==> src/rtl/spongent_rng_arbiter_if.sv <==
`default_nettype none
// ============================================================================
//  Module      : spongent_rng_arbiter_if
//  Description : RNG chunk handshake plus requester grant/word bus.
//  Revision    : 1.0 - initial release
// ============================================================================
interface spongent_rng_arbiter_if #(
    parameter int RATE     = 8,
    parameter int WORDSIZE = 32,
    parameter int NUM_REQ  = 4
);
    logic [RATE-1:0]     rng_data;
    logic                rng_valid;
    logic                rng_received;
    logic [NUM_REQ-1:0]  req;
    logic [NUM_REQ-1:0]  grant;
    logic [WORDSIZE-1:0] word_out;
    logic                health_fail;

    modport slave (
        input  rng_data, rng_valid, req,
        output rng_received, grant, word_out, health_fail
    );

    modport master (
        output rng_data, rng_valid, req,
        input  rng_received, grant, word_out, health_fail
    );
endinterface
`default_nettype wire

==> src/rtl/spongent_rng_arbiter.sv <==
`default_nettype none
// ============================================================================
//  Module      : spongent_rng_arbiter
//  Description : Packs RNG chunks into words, grants them round-robin and
//                locks out on a repetition-count health failure.
//  Revision    : 1.0 - initial release
// ============================================================================
module spongent_rng_arbiter #(
    parameter int RATE         = 8,
    parameter int WORDSIZE     = 32,
    parameter int NUM_REQ      = 4,
    parameter int REPEAT_LIMIT = 4
) (
    input  wire logic                clk,
    input  wire logic                rst,
    spongent_rng_arbiter_if.slave    io_bus
);
    localparam int c_WORDS = WORDSIZE / RATE;
    localparam int c_CW    = (c_WORDS > 1) ? $clog2(c_WORDS) : 1;
    localparam int c_PW    = (NUM_REQ > 1) ? $clog2(NUM_REQ) : 1;
    localparam int c_RW    = $clog2(REPEAT_LIMIT + 1);

    typedef enum logic [1:0] {
        S_FILL  = 2'd0,
        S_READY = 2'd1,
        S_ERROR = 2'd2
    } state_t;

    state_t              r_state_q,  w_state_d;
    logic [WORDSIZE-1:0] r_shift_q,  w_shift_d;
    logic [c_CW-1:0]     r_cnt_q,    w_cnt_d;
    logic [c_PW-1:0]     r_ptr_q,    w_ptr_d;
    logic [RATE-1:0]     r_prev_q,   w_prev_d;
    logic [c_RW-1:0]     r_rep_q,    w_rep_d;
    logic                r_guard_q,  w_guard_d;
    logic [NUM_REQ-1:0]  r_grant_q,  w_grant_d;
    logic [WORDSIZE-1:0] r_word_q,   w_word_d;
    logic                r_health_q, w_health_d;

    logic [WORDSIZE-1:0] w_shift_cap;
    logic [c_RW-1:0]     w_rep_next;
    logic [c_PW-1:0]     w_winner;
    logic                w_capture;

    // First chunk of a word ends up in the MSBs.
    generate
        if (c_WORDS == 1) begin : g_single_chunk
            assign w_shift_cap = io_bus.rng_data;
        end else begin : g_multi_chunk
            assign w_shift_cap = {r_shift_q[WORDSIZE-RATE-1:0], io_bus.rng_data};
        end
    endgenerate

    // Circular search starting at the pointer.
    function automatic logic [c_PW-1:0] f_pick(input logic [NUM_REQ-1:0] req,
                                               input logic [c_PW-1:0]    ptr);
        logic [c_PW-1:0] win;
        logic            found;
        int              idx;
        win   = '0;
        found = 1'b0;
        for (int i = 0; i < NUM_REQ; i++) begin
            idx = (int'(ptr) + i) % NUM_REQ;
            if (!found && req[idx[c_PW-1:0]]) begin
                win   = idx[c_PW-1:0];
                found = 1'b1;
            end
        end
        return win;
    endfunction

    assign w_capture  = (r_state_q == S_FILL) && io_bus.rng_valid && !r_guard_q;
    assign w_rep_next = (io_bus.rng_data == r_prev_q) ? (r_rep_q + c_RW'(1)) : c_RW'(1);
    assign w_winner   = f_pick(io_bus.req, r_ptr_q);

    always_comb begin
        w_state_d  = r_state_q;
        w_shift_d  = r_shift_q;
        w_cnt_d    = r_cnt_q;
        w_ptr_d    = r_ptr_q;
        w_prev_d   = r_prev_q;
        w_rep_d    = r_rep_q;
        w_guard_d  = 1'b0;
        w_grant_d  = '0;
        w_word_d   = r_word_q;
        w_health_d = r_health_q;
        case (r_state_q)
            S_FILL: begin
                if (w_capture) begin
                    w_guard_d = 1'b1;
                    w_shift_d = w_shift_cap;
                    w_prev_d  = io_bus.rng_data;
                    w_rep_d   = w_rep_next;
                    // A tripped health test outranks word completion.
                    if (w_rep_next == c_RW'(REPEAT_LIMIT)) begin
                        w_state_d  = S_ERROR;
                        w_health_d = 1'b1;
                        w_guard_d  = 1'b0;
                        w_shift_d  = '0;
                        w_cnt_d    = '0;
                    end else if (r_cnt_q == c_CW'(c_WORDS - 1)) begin
                        w_state_d = S_READY;
                        w_cnt_d   = '0;
                    end else begin
                        w_cnt_d = r_cnt_q + c_CW'(1);
                    end
                end
            end
            S_READY: begin
                if (|io_bus.req) begin
                    w_grant_d = NUM_REQ'(1) << w_winner;
                    w_word_d  = r_shift_q;
                    w_ptr_d   = c_PW'((int'(w_winner) + 1) % NUM_REQ);
                    w_state_d = S_FILL;
                    w_cnt_d   = '0;
                end
            end
            S_ERROR: begin
                w_health_d = 1'b1;
            end
            default: begin
                w_state_d = S_FILL;
            end
        endcase
    end

    always_ff @(posedge clk) begin
        if (rst) begin
            r_state_q  <= S_FILL;
            r_shift_q  <= '0;
            r_cnt_q    <= '0;
            r_ptr_q    <= '0;
            r_prev_q   <= '0;
            r_rep_q    <= '0;
            r_guard_q  <= 1'b0;
            r_grant_q  <= '0;
            r_word_q   <= '0;
            r_health_q <= 1'b0;
        end else begin
            r_state_q  <= w_state_d;
            r_shift_q  <= w_shift_d;
            r_cnt_q    <= w_cnt_d;
            r_ptr_q    <= w_ptr_d;
            r_prev_q   <= w_prev_d;
            r_rep_q    <= w_rep_d;
            r_guard_q  <= w_guard_d;
            r_grant_q  <= w_grant_d;
            r_word_q   <= w_word_d;
            r_health_q <= w_health_d;
        end
    end

    // The guard flop doubles as the consumed-chunk pulse.
    assign io_bus.rng_received = r_guard_q;
    assign io_bus.grant        = r_grant_q;
    assign io_bus.word_out     = r_word_q;
    assign io_bus.health_fail  = r_health_q;
endmodule
`default_nettype wire

==> src/flat_wrapper.sv <==
// flat-port wrapper written by rule: the top's interface ports become plain ports
module spongent_rng_arbiter_flat 
#(
    parameter int RATE         = 8,
    parameter int WORDSIZE     = 32,
    parameter int NUM_REQ      = 4,
    parameter int REPEAT_LIMIT = 4
)
  (clk, rst, io_bus_rng_data, io_bus_rng_valid, io_bus_req, io_bus_rng_received, io_bus_grant, io_bus_word_out, io_bus_health_fail);
  spongent_rng_arbiter_if #(.RATE(RATE), .WORDSIZE(WORDSIZE), .NUM_REQ(NUM_REQ)) io_bus_i ();
  input  wire logic clk;
  input  wire logic rst;
  input wire logic [$bits(io_bus_i.rng_data)-1:0] io_bus_rng_data;
  input wire logic [$bits(io_bus_i.rng_valid)-1:0] io_bus_rng_valid;
  input wire logic [$bits(io_bus_i.req)-1:0] io_bus_req;
  output wire logic [$bits(io_bus_i.rng_received)-1:0] io_bus_rng_received;
  output wire logic [$bits(io_bus_i.grant)-1:0] io_bus_grant;
  output wire logic [$bits(io_bus_i.word_out)-1:0] io_bus_word_out;
  output wire logic [$bits(io_bus_i.health_fail)-1:0] io_bus_health_fail;
  assign io_bus_i.rng_data = io_bus_rng_data;
  assign io_bus_i.rng_valid = io_bus_rng_valid;
  assign io_bus_i.req = io_bus_req;
  assign io_bus_rng_received = io_bus_i.rng_received;
  assign io_bus_grant = io_bus_i.grant;
  assign io_bus_word_out = io_bus_i.word_out;
  assign io_bus_health_fail = io_bus_i.health_fail;
  spongent_rng_arbiter #(.RATE(RATE), .WORDSIZE(WORDSIZE), .NUM_REQ(NUM_REQ), .REPEAT_LIMIT(REPEAT_LIMIT)) u_core (.clk(clk), .rst(rst), .io_bus(io_bus_i));
endmodule
==> config.mk <==
export PLATFORM = sky130hd
export DESIGN_NAME = spongent_rng_arbiter_flat
export DESIGN_NICKNAME = d
export VERILOG_FILES = /design/src/rtl/spongent_rng_arbiter_if.sv /design/src/rtl/spongent_rng_arbiter.sv /design/src/flat_wrapper.sv
export SDC_FILE = /design/constraint.sdc
export NUM_CORES = 1
export LEC_CHECK = 0
export CORE_MARGIN = 2
export CORE_UTILIZATION = 30
export CTS_BUF_LIST = sky130_fd_sc_hd__clkbuf_8
export CTS_CLUSTER_SIZE = 14
export DETAILED_ROUTE_END_ITERATION = 10
export DONT_BUFFER_PORTS = 1
export GPL_TIMING_DRIVEN = 0
export PLACE_DENSITY = 0.48
export SLEW_MARGIN = 20
export SYNTH_ARGS = -nofsm -noshare
export SYNTH_HDL_FRONTEND = slang
export SYNTH_SLANG_ARGS = --single-unit
==> constraint.sdc <==
create_clock -name clk -period 1.54 [get_ports clk]
set_input_delay 0.154 -clock clk [delete_from_list [all_inputs] [get_ports clk]]
set_output_delay 0.154 -clock clk [all_outputs]
set_load 0.02 [all_outputs]
==> impl_metrics.tcl <==
set metrics [dict create \
    cpMostUsedCell "nor3_4" \
    nNetsFinal 371 \
    cts_buffers 9 \
    p_leak_nw 1.31 \
    worst_r2r_startpoint "u_core.r_rep_q[0]$_SDFFE_PP0P_" \
    hold_viol 0 \
    dp_slack_ps -275 \
    synth.distinct_cells 36 \
    max_freq_ghz 0.598 \
    holdPathEnd "u_core.r_state_q[0]$_SDFFE_PP0P_" \
    n_antenna_cell 0 \
    yosys_warnings 0 \
    grt_use_met2 0.231 \
    min_period_ps 1670 \
    antenna_found_initial 0 \
    grt_util_met3 0.0414 \
    grt_pass1_wl_um 12100 \
    min_from "io_bus_req[3]" \
    netlist_top_cells_count "dfxtp_1, nand2_1, a21oi_1" \
    ir_worst_vdd_v 0.000554 \
    fin_skew_ps 12.5 \
    rows 37 \
    rr_worst_depth 8 \
    r2r_slack_ps -130 \
    design.die.area_um2 11100 \
    post-route-period-util 1.09 \
    path_class "reg -> reg" \
    status "finished, violations left" \
    final_util 0.366 \
    postPlaceCellArea_um2 3280 \
    overflow 0 \
    cts_tree "built" \
    avgViaCountPerCell 4.79 \
    finalSetupViolCount 32 \
    vias 2365 \
    tightest_slew_ps 593 \
    power_density_nw_per_um2 1210 \
    yosysSeqAreaShare 0.564 \
    syn_inst 327 \
    yosysTopAreaCell "dfxtp_1" \
    wire_per_inst_um 15.4 \
    synth_ff_type "dfxtp_1" \
    crit_chain "ha_4, xor2_1, nand3b_1, nor3_4, nor3_4, buf_12, buf_6, a22o_1" \
    end_kind "flop" \
    synth.top_cell.area_share 0.564 \
    grt_max_degree 16 \
    ios 53 \
    ctsLongestPathBuffers 2 \
    grt-busiest-layer "met2" \
    post-synth-top-count-cell "dfxtp_1" \
    critical_path_arrival_ps 1920 \
    area_growth_pct 20.2 \
    wirelength_um 7620 \
    port-buffer-count 0 \
    clk_pin_slew_ps 90 \
    post-dp-hpwl_um 5330 \
    grt_pass1_vias 2301 \
    firstDrtPassIters 4 \
    synthTopCellsByArea "dfxtp_1, nand2_1, a22o_1" \
    maxSlewHeadroom 0.604 \
    clkSinkCount 87 \
    gr-usage-met1 0.175 \
    cpMaxStageDelayCell "dfxtp_4" \
    insertion_delay_ps 350 \
    synth-edff-count 0 \
    drt-initial-drc-count 69 \
    maxSlewViolCount 0 \
    whs_path_depth 3 \
    async_reset_ff_frac 0 \
    core-area_um2 10100 \
    violations "negative setup slack" \
    die_h_um 105 \
    r2r_end "u_core.r_shift_q[14]$_SDFFE_PP0P_" \
    timing.max_cap.violations 0 \
    crit_start "u_core.r_rep_q[0]$_SDFFE_PP0P_" \
    startpoint_type "flop" \
    place_congestion 0.731 \
    start_util 0.304 \
    fin_ws_ps -132 \
    netlist_area_um2 3090 \
    crit_family "simple AND/OR/NAND/NOR gates" \
    syn-num-nets 344 \
    cts-root-buf "clkbuf_8" \
    path_buf_inv 2 \
    layout-drive-gt1-share 0.131 \
    slowest_delay_ps 370 \
    fp.dieW_um 105 \
    hold_class "in -> reg" \
    postLayoutCellArea_um2 3710 \
    rsz0062_at_grt "yes" \
    track_usage 0.140 \
    cp_max_fo 10 \
    syn_avg_cell_area_um2 9.44 \
    crit_required_ps 1790 \
    ys_seq_elements 87 \
    drc_errors 0 \
    detail-route-antenna-nets 0 \
    h-tree-depth 3 \
]
## worst register-to-register path, delay by kind of cell, from the launching register on
family | cells | cell delay (ps)
buf+inv | 2 | 290
flops | 1 | 370
simple gates | 3 | 400
xor+xnor | 1 | 170
fa+ha+maj | 1 | 140
compound gates | 1 | 220
## cells in the final DEF, fill, tap and decap left out, types with 2 or more instances in the layout
master,instances
a31oi_1,2
nand3b_1,2
a211oi_1,2
buf_12,2
nor2_1,11
clkbuf_8,9
clkbuf_2,5
nand2_1,83
xnor2_1,9
bufinv_16,3
nor2b_1,3
dlygate4sd3_1,8
buf_2,4
nand2b_1,4
inv_6,2
clkbuf_1,7
a22o_1,32
dfxtp_2,3
inv_1,2
nor3_4,2
buf_6,2
a32o_1,2
dfxtp_1,83
a21oi_1,45
nand4_1,2
buf_4,8
## area by class of cell
type / count / area [um2]
clock inverters: 6 / 116
clock buffers: 9 / 124
well taps: 136 / 170
inverters: 2 / 7.51
repair buffers: 16 / 153
plain buffers: 21 / 125
multi-input cells: 217 / 1270
flip-flops and latches: 87 / 1750
fillers: 1022 / 6430
## flip-flops by register name (all words and copies together), names as in the netlist
| signal | count |
|---|---|
| u_core.r_ptr_q | 2 |
| u_core.r_shift_q | 32 |
| u_core.io_bus.word_out | 32 |
| u_core.r_state_q | 2 |
| u_core.r_rep_q | 3 |
| u_core.r_prev_q | 8 |
| u_core.io_bus.grant | 4 |
| u_core.r_cnt_q | 2 |
| u_core.io_bus.health_fail | 1 |
| u_core.io_bus.rng_received | 1 |
## report_power, final
| part | internal, mW | switching, mW | total [mW] |
|---|---|---|---|
| logic | 0.121 | 0.135 | 0.256 |
| registers | 2.29 | 0.0415 | 2.33 |
| clock network | 1.08 | 0.833 | 1.92 |
## metal layers
| metal | up-vias | wire, um | part of all wire |
|---|---|---|---|
| li1 | 1187 | - | - |
| met2 | 56 | 3570 | 0.47 |
| met3 | 7 | 482 | 0.063 |
| met1 | 1115 | 3490 | 0.46 |
| met4 | 0 | 75 | 0.0098 |
| met5 | - | 0 | 0 |
## per-stage QoR
stage | cells | hold WS (ps) | power (mW) | TNS (ps)
2_1_floorplan | 327 | 287 | 2.53 | 0
3_3_place_gp | 463 | 290 | 2.59 | -12230
3_5_place_dp | 463 | 290 | 2.59 | -13980
4_1_cts | 492 | 12.4 | 4.55 | -3940
5_1_grt | 494 | 43.6 | 4.67 | -7830
6_report | 494 | 21.0 | 4.51 | -3730
## kinds of logic after synthesis
kind of cell,count (synthesis),share of synthesized area
xor gates and xnor gates,10,0.0284
AOI/OAI and AO/OA,90,0.197
adders and majority gates,2,0.00811
and+or+nand+nor,115,0.165
buffers and inverters,23,0.0369
DFF,87,0.564
## worst max-delay path by stage
stage	to	slack, ps	depth (start not counted)
2_1_floorplan	u_core.r_shift_q[24]$_SDFFE_PP0P_	9	7
3_3_place_gp	u_core.io_bus.word_out[8]$_SDFFE_PP0P_	-230	5
3_5_place_dp	u_core.io_bus.word_out[8]$_SDFFE_PP0P_	-280	5
4_1_cts	u_core.r_shift_q[10]$_SDFFE_PP0P_	-140	8
5_1_grt	u_core.r_shift_q[11]$_SDFFE_PP0P_	-180	8
6_report	u_core.r_shift_q[14]$_SDFFE_PP0P_	-130	8
## timing repair
action | in CTS | in global routing
gates resized for setup | 12 | 2
pin swaps | 11 | 5
endpoints found under the setup margin | 75 | 66
buffers inserted | 6 | 27
hold endpoints to repair | 16 | 0
hold buffers | 8 | 0
(Power assumes the default switching activity.)
